--- config.mk ---
export PLATFORM = sky130hd
export DESIGN_NAME = bitcount_ctrl_flat
export DESIGN_NICKNAME = d
export VERILOG_FILES = /design/src/rtl/bitcount_ctrl_if.sv /design/src/rtl/bitcount_ctrl.sv /design/src/flat_wrapper.sv
export SDC_FILE = /design/constraint.sdc
export NUM_CORES = 1
export LEC_CHECK = 0
export ABC_AREA = 1
export CORE_AREA = 2 2 39 41
export DETAILED_ROUTE_END_ITERATION = 6
export DIE_AREA = 0 0 41 43
export DONT_BUFFER_PORTS = 1
export PLACE_DENSITY = 0.6
export SLEW_MARGIN = 10
export SYNTH_ARGS = -nofsm -noshare
export SYNTH_HDL_FRONTEND = slang
export SYNTH_SLANG_ARGS = --single-unit
--- constraint.sdc ---
create_clock -name i_clk -period 1.9 [get_ports i_clk]
set_clock_uncertainty 0.2 [all_clocks]
set_input_delay 0.57 -clock i_clk [delete_from_list [all_inputs] [get_ports i_clk]]
set_output_delay 0.57 -clock i_clk [all_outputs]
set_load 0.02 [all_outputs]
--- src/rtl/bitcount_ctrl_if.sv ---
// Control/status bundle between the bit-count controller and its datapath.
// The datapath side owns A; the controller side owns the strobes and status.
interface bitcount_ctrl_if #(parameter int WIDTH = 8);
  logic             start;
  logic [WIDTH-1:0] A;
  logic             load_A;
  logic             right_shiftA;
  logic             incr_result;
  logic             done;
  logic             busy;
  logic             err;

  modport master (output start, A,
                  input  load_A, right_shiftA, incr_result, done, busy, err);
  modport slave  (input  start, A,
                  output load_A, right_shiftA, incr_result, done, busy, err);
endinterface

--- src/rtl/bitcount_ctrl.sv ---
// Bit-count controller: synchronises start, then walks A right one bit per
// cycle, pulsing incr_result on each set LSB until A empties or WIDTH shifts.
module bitcount_ctrl #(
  parameter int WIDTH = 8
) (
  input  logic            i_clk,
  input  logic            i_reset,
  bitcount_ctrl_if.slave  bus
);
  localparam int IW = $clog2(WIDTH + 1);

  typedef enum logic [1:0] {S_IDLE, S_SHIFT, S_DONE} state_t;

  state_t        r_state;
  logic [1:0]    r_sync;
  logic [IW-1:0] r_iter;
  logic          r_err;
  logic          w_start_s;
  logic          w_a_nz;
  logic          w_iter_lim;

  // Start comes from a button/switch, so it only enters logic via two flops.
  always_ff @(posedge i_clk or posedge i_reset) begin
    if (i_reset) r_sync <= 2'b00;
    else         r_sync <= {r_sync[0], bus.start};
  end

  assign w_start_s  = r_sync[1];
  assign w_a_nz     = |bus.A;
  assign w_iter_lim = (r_iter == IW'(WIDTH));

  always_ff @(posedge i_clk or posedge i_reset) begin
    if (i_reset) begin
      r_state <= S_IDLE;
      r_iter  <= '0;
      r_err   <= 1'b0;
    end else begin
      unique case (r_state)
        S_IDLE: begin
          r_iter <= '0;
          if (w_start_s) begin
            r_state <= S_SHIFT;
            r_err   <= 1'b0;
          end
        end
        S_SHIFT: begin
          if (!w_a_nz) begin
            r_state <= S_DONE;
          end else if (w_iter_lim) begin
            // A never drained within WIDTH shifts: the datapath is stuck.
            r_err   <= 1'b1;
            r_state <= S_DONE;
          end else begin
            r_iter <= r_iter + IW'(1);
          end
        end
        S_DONE: begin
          if (!w_start_s) r_state <= S_IDLE;
        end
        default: r_state <= S_IDLE;
      endcase
    end
  end

  // Strobes are decoded from the current state so the datapath acts on them
  // at the same edge that advances the FSM.
  always_comb begin
    bus.load_A       = 1'b0;
    bus.right_shiftA = 1'b0;
    bus.incr_result  = 1'b0;
    bus.busy         = 1'b0;
    bus.done         = 1'b0;
    unique case (r_state)
      S_IDLE:  bus.load_A = 1'b1;
      S_SHIFT: begin
        bus.busy = 1'b1;
        if (w_a_nz && !w_iter_lim) begin
          bus.right_shiftA = 1'b1;
          bus.incr_result  = bus.A[0];
        end
      end
      S_DONE:  bus.done = 1'b1;
      default: ;
    endcase
  end

  assign bus.err = r_err;
endmodule

--- src/flat_wrapper.sv ---
// flat-port wrapper written by rule: the top's interface ports become plain ports
module bitcount_ctrl_flat 
#(
  parameter int WIDTH = 8
)
  (i_clk, i_reset, bus_start, bus_A, bus_load_A, bus_right_shiftA, bus_incr_result, bus_done, bus_busy, bus_err);
  bitcount_ctrl_if #(.WIDTH(WIDTH)) bus_i ();
  input  logic i_clk;
  input  logic i_reset;
  input wire logic [$bits(bus_i.start)-1:0] bus_start;
  input wire logic [$bits(bus_i.A)-1:0] bus_A;
  output wire logic [$bits(bus_i.load_A)-1:0] bus_load_A;
  output wire logic [$bits(bus_i.right_shiftA)-1:0] bus_right_shiftA;
  output wire logic [$bits(bus_i.incr_result)-1:0] bus_incr_result;
  output wire logic [$bits(bus_i.done)-1:0] bus_done;
  output wire logic [$bits(bus_i.busy)-1:0] bus_busy;
  output wire logic [$bits(bus_i.err)-1:0] bus_err;
  assign bus_i.start = bus_start;
  assign bus_i.A = bus_A;
  assign bus_load_A = bus_i.load_A;
  assign bus_right_shiftA = bus_i.right_shiftA;
  assign bus_incr_result = bus_i.incr_result;
  assign bus_done = bus_i.done;
  assign bus_busy = bus_i.busy;
  assign bus_err = bus_i.err;
  bitcount_ctrl #(.WIDTH(WIDTH)) u_core (.i_clk(i_clk), .i_reset(i_reset), .bus(bus_i));
endmodule
==> results of run 1 <==
-- kinds of logic after synthesis --
kind of cell	count (synthesis)	share of synthesized area, %
xor+xnor	1	1.79
compound gates	3	3.06
fa+ha+maj	2	5.10
flops	9	45.9
simple gates	38	38.0
buf+inv	8	6.12
-- metal layers --
| layer | wire (µm) | vias up |
|---|---|---|
| li1 | - | 216 |
| met1 | 428 | 184 |
| met2 | 482 | 16 |
| met3 | 63 | 2 |
| met4 | 24 | 0 |
| met5 | 0 | - |
-- state kept, by name (all words and copies together), names as in the netlist --
signal,flops
u_core.bus.err,1
u_core.r_state,2
u_core.r_sync,2
u_core.r_iter,4
-- repair_timing --
action | in CTS | in global routing
hold endpoints to repair | 9 | 0
gates resized for setup | 9 | 0
hold buffers | 1 | 0
setup endpoints to repair | 2 | 2
buffers inserted | 3 | 1
pin swaps | 7 | 2
-- layout make-up --
| class | count | area (µm²) | share of cell area, % |
|---|---|---|---|
| repair buffers | 10 | 77.6 | 11.9 |
| multi-input cells | 44 | 273 | 41.8 |
| well taps | 16 | 20.0 | 3.07 |
| clock buffers | 4 | 26.3 | 4.03 |
| flip-flops and latches | 9 | 225 | 34.5 |
| inverters | 8 | 30.0 | 4.61 |
-- worst register-to-register path, delay by kind of cell (launching register included) --
family	cells	cell delay, ns
flops	1	0.38
fa+ha+maj	1	0.14
buf+inv	2	0.22
compound gates	1	0.07
simple gates	5	0.48
-- layout by cell type (no fill, tap or decap) --
master | netlist | routed
nor3_4 | 1 | 1
nand2_4 | 0 | 1
xnor2_1 | 1 | 1
nand2_2 | 3 | 4
inv_2 | 2 | 4
clkbuf_4 | 0 | 3
nand3_2 | 1 | 1
inv_1 | 6 | 4
o21ai_0 | 1 | 1
nand2_1 | 20 | 18
nand3_1 | 2 | 2
dfrtp_1 | 9 | 9
a21oi_1 | 2 | 2
dlygate4sd3_1 | 0 | 1
clkbuf_1 | 0 | 1
ha_1 | 2 | 1
nor2_1 | 9 | 7
buf_4 | 0 | 9
nor2_4 | 2 | 4
ha_4 | 0 | 1
-- power groups by stage --
stage	registers, mW	clock network, mW	logic [mW]
2_1_floorplan	0.322	0	0.292
3_3_place_gp	0.321	0	0.393
3_5_place_dp	0.324	0	0.405
4_1_cts	0.328	0.154	0.473
5_1_grt	0.337	0.161	0.557
6_report	0.328	0.147	0.500
-- how the worst min path moves through the flow --
stage	start	to	cells past startpoint
after floorplan	u_core.r_sync[0]	u_core.r_sync[1]	0
after global placement	u_core.r_sync[0]	u_core.r_sync[1]	0
after detailed placement	u_core.r_sync[0]	u_core.r_sync[1]	0
after CTS	bus_start	u_core.r_sync[0]	0
after global routing	bus_start	u_core.r_sync[0]	0
final	bus_start	u_core.r_sync[0]	0
-- through the flow --
stage	setup WS [ns]	setup TNS, ns	area [µm²]	hold slack [ns]	power, mW
5_1_grt	-0.181	-0.312	652	0.119	1.06
3_3_place_gp	-0.00432	-0.00432	556	0.134	0.714
6_report	-0.108	-0.174	652	0.130	0.976
3_5_place_dp	-0.0270	-0.0270	556	0.138	0.729
2_1_floorplan	0.0172	0	498	0.131	0.614
4_1_cts	-0.140	-0.214	644	0.124	0.956
==> metrics.yaml, run 1 <==
status: "complete, but fails checks"
violations: "negative setup slack"
syn_area_um2: 490
die_y_um: 43
cts_tree: "yes"
grt_pass1_wl_um: 1640
min_path_type: "in2reg"
cp_max_fo: 3
vias: 418
swShare_pct: 43.5
worst_slack_ns: -0.108
syn_avg_cell_area_um2: 8.04
cts.reportedPaths.clkPinSlew_ns: 0.06
syn_inst: 61
setup_violations: 2
crit_path_max_incr_delay_ns: 0.35
seqPwrFrac_pct: 33.6
worst-path-buf-inv: 1
yosys-top-cells-count: "nand2_1 (20), dfrtp_1 (9), nor2_1 (9), inv_1 (6), nand2_2 (3)"
fp.dieW_um: 41
globalRouteMet2Util_pct: 22.2
worstSkewPairLatency_ns: 0.26
drv_cap: 0
dieArea_um2: 1760
p_clk_share_pct: 15.1
final_cell_count_no_fill: 91
drive_gt1_share_pct: 37.3
finalCriticalPeriod_ns: 2.01
start_util_pct: 35.4
place_inst: 82
num_rows: 14
end_kind: "primary output"
met3_usage_pct: 2.09
routed_wl_um: 999
cp.arrival_ns: 1.24
cp_cell_sequence: "inv_2 -> ha_4 -> nand2_4 -> nor2_4 -> nor2_4 -> nand2_2 -> nor2_4"
drc: 0
htreeDepth: 1
via_per_inst: 4.59
cts_root_buf: "clkbuf_4"
pwr-share-comb_pct: 51.3
rsz0062_at_grt: "true"
grt-ovfl-total: 0
path_common_cell: "nor2_4"
worstSetupStartpoint: "u_core.r_iter[0]"
irDropWorstVdd_uv: 609
worstPathRequired_ns: 1.13
tightest_slew_ns: 0.428
clock_sinks: 9
syn2layout_area_growth_pct: 32.9
core_area_um2: 1380
synth.area.top_cells: "dfrtp_1 (46%), nand2_1 (15%), nor2_1 (6.9%)"
synth_top_area_share_pct: 45.9
final_nets: 89
drtIter0Drc: 7
port_buffers: 0
crit_cells: 7
routabilityCongestion: 0.714
crit_path_top_delay_cell: "dfrtp_1"
internal-power_mw: 0.552
synth_edf_count: 0
clock_path_buffers: 2
yosysMostFrequentCell: "nand2_1"
reg2reg_depth: 9
synth-main-ff-cell: "dfrtp_1"
drt_pass1_iterations: 2
antenna_found_initial: 0
power.leakage_nw: 0.346
r2r-end: "u_core.bus.err"
gr-usage-all-layers_pct: 14.5
finalCritPeriodShare_pct: 106
crit_type: "reg2out"
path_delay_family: "simple AND/OR/NAND/NOR gates"
rr_startpoint: "u_core.r_iter[1]"
rrSetupSlack_ns: 0.36
endpoint: "bus_incr_result"
cts_buffers: 3
slew_viol_final: 0
fmaxAchievable_mhz: 498
seq_area_frac_synth_pct: 45.9
route.detailed.wl_per_inst_um: 11.0
start_kind: "register"
top_usage_layer: "met2"
postRouteAntennaNets: 0
use_met1_pct: 17.6
grt_pass1_vias: 431
grt_max_degree: 10
synth_warnings: 0
slew_headroom_pct: 71.4
post-route-util_pct: 47.1
hold_violations: 0
ys_ff_latch: 9
p_sw_mw: 0.424
filler_cell_count: 131
yosysTopAreaCell: "dfrtp_1"
syn-num-nets: 74
place_hpwl_um: 737
io_pins: 17
power.density_nw_per_um2: 1500
n_antenna_cell: 0
synthArstFlopShare_pct: 100
ys_types: 14
Power figures use the tool's default switching activity.
==> run 2: changes to the inputs <==
CELL_PAD_IN_SITES_DETAIL_PLACEMENT = 0   (was unset)
CELL_PAD_IN_SITES_GLOBAL_PLACEMENT = 1   (was unset)
PLACE_DENSITY = 0.7   (was 0.6)
==> run 2 against run 1 <==
The flow still finishes with violations (negative setup slack). Maximum frequency fell by 1.8%. Critical endpoint is now bus_right_shiftA. Core utilization rose by 1.1 points. Cell area rose by 2.3%. Global-route usage fell by 0.84 points. Register-to-register slack got worse by 0.06 ns. Wire length rose by 1.4%. Non-clock buffer count rose by 2.
==> metrics.yaml, run 2 (synthesized netlist as in run 1, its figures left out) <==
drt_pass1_iterations: 4
pwr-share-comb_pct: 52.7
regMostFlops: "u_core.r_iter"
cts_buffers: 3
setup_violations: 2
irDropWorstVdd_uv: 537
end_kind: "primary output"
postRouteAntennaNets: 0
status: "complete, but fails checks"
place_hpwl_um: 710
port_buffers: 0
start_util_pct: 35.4
n_antenna_cell: 0
final_nets: 91
die_y_um: 43
route.detailed.wl_per_inst_um: 10.9
p_clk_share_pct: 14.6
cp.arrival_ns: 1.28
routed_wl_um: 1010
cts_tree: "yes"
final_common_cell: "nand2_1"
largest_reg_flops: 4
cp_max_fo: 3
place_ws_ns: -0.00306
worstSkewPairLatency_ns: 0.26
drtIter0Drc: 4
crit_type: "reg2out"
clock_sinks: 9
finalCritPeriodShare_pct: 108
drv_cap: 0
worst_slack_ns: -0.146
hold_violations: 0
p_total_mw: 0.998
drc: 0
fp.dieW_um: 41
htreeDepth: 1
clock_path_buffers: 2
slew_headroom_pct: 71.2
slew_viol_final: 0
io_pins: 17
tightest_slew_ns: 0.431
grt_max_degree: 10
dieArea_um2: 1760
crit_path_top_delay_cell: "dfrtp_1"
min_path_type: "in2reg"
vias: 425
worstPathRequired_ns: 1.13
start_kind: "register"
p_sw_mw: 0.426
power.density_nw_per_um2: 1500
crit_path_max_incr_delay_ns: 0.36
violations: "negative setup slack"
seqPwrFrac_pct: 32.8
filler_cell_count: 139
swShare_pct: 42.6
post-route-util_pct: 48.2
mostFrequentLayoutCells: "nand2_1 (18), buf_4 (11), dfrtp_1 (9)"
rsz0062_at_grt: "true"
internal-power_mw: 0.573
cp_cell_sequence: "inv_2 -> ha_4 -> nand2_4 -> nor2_4 -> nor3_4"
power.leakage_nw: 0.356
reg2reg_depth: 8
reg_top3: "u_core.r_iter: 4 flops, u_core.r_state: 2 flops, u_core.r_sync: 2 flops"
cts_root_buf: "clkbuf_4"
cts.reportedPaths.clkPinSlew_ns: 0.06
finalCriticalPeriod_ns: 2.05
via_per_inst: 4.57
syn2layout_area_growth_pct: 36.0
num_rows: 14
grt-ovfl-total: 0
gr-usage-all-layers_pct: 13.6
grt_pass1_wl_um: 1590
core_area_um2: 1380
min_path_cells: 0
routabilityCongestion: 0.730
antenna_found_initial: 0
drive_gt1_share_pct: 39.0
fmaxAchievable_mhz: 489
grt_pass1_vias: 423
## run 2: power groups by stage
stage               Combinational [mW]  Sequential, mW  Clock (mW)
floorplan                        0.292           0.322           0
global placement                 0.401           0.322           0
detailed placement               0.399           0.323           0
CTS                              0.486           0.323       0.155
global route                     0.582           0.335       0.165
finish                           0.526           0.327       0.145
## run 2: critical path: cells and delay by family, from the launching register on
family,cells,cell delay (ns)
buf+inv,1,0.06
flops,1,0.36
fa+ha+maj,1,0.16
simple gates,3,0.44
## run 2: cell type report
| cell class | instances | area, µm² | area share (%) |
|---|---|---|---|
| Sequential cell | 9 | 225 | 33.8 |
| Inverter | 8 | 30.0 | 4.50 |
| Tap cell | 16 | 20.0 | 3.00 |
| Timing Repair Buffer | 12 | 92.6 | 13.9 |
| Multi-Input combinational cell | 44 | 273 | 40.9 |
| Clock buffer | 4 | 26.3 | 3.94 |
## run 2: timing repair
item	in CTS	in global routing
buffers inserted	5	1
gates resized for setup	6	3
pin swaps	6	3
hold endpoints to repair	9	0
hold buffers	1	0
setup endpoints to repair	2	2
## run 2: metal layers
metal	share of wire (%)	up-vias	track usage, %
li1	-	218	-
met1	42	191	14.8
met2	50	12	22.5
met3	5.2	4	3.14
met4	3.1	0	8.00
met5	0	-	0
## run 2: per-stage QoR
step | instance area (µm²) | instances | setup TNS (ns) | hold WS, ns
floorplan | 498 | 61 | 0 | 0.131
global placement | 556 | 82 | 0 | 0.135
detailed placement | 556 | 82 | -0.00306 | 0.138
CTS | 649 | 92 | -0.308 | 0.132
global route | 667 | 93 | -0.417 | 0.120
finish | 667 | 93 | -0.276 | 0.140
## run 2: worst paths after layout
kind                                   from                 to  slack (ns)
min reg2reg                u_core.r_sync[0]   u_core.r_sync[1]        0.15
max reg2reg                u_core.r_iter[0]   u_core.r_iter[2]        0.30
max                        u_core.r_iter[0]   bus_right_shiftA       -0.15
min                               bus_start   u_core.r_sync[0]        0.14
min in group asynchronous           i_reset   u_core.r_iter[1]        0.52
max in group asynchronous           i_reset  u_core.r_state[0]        0.72
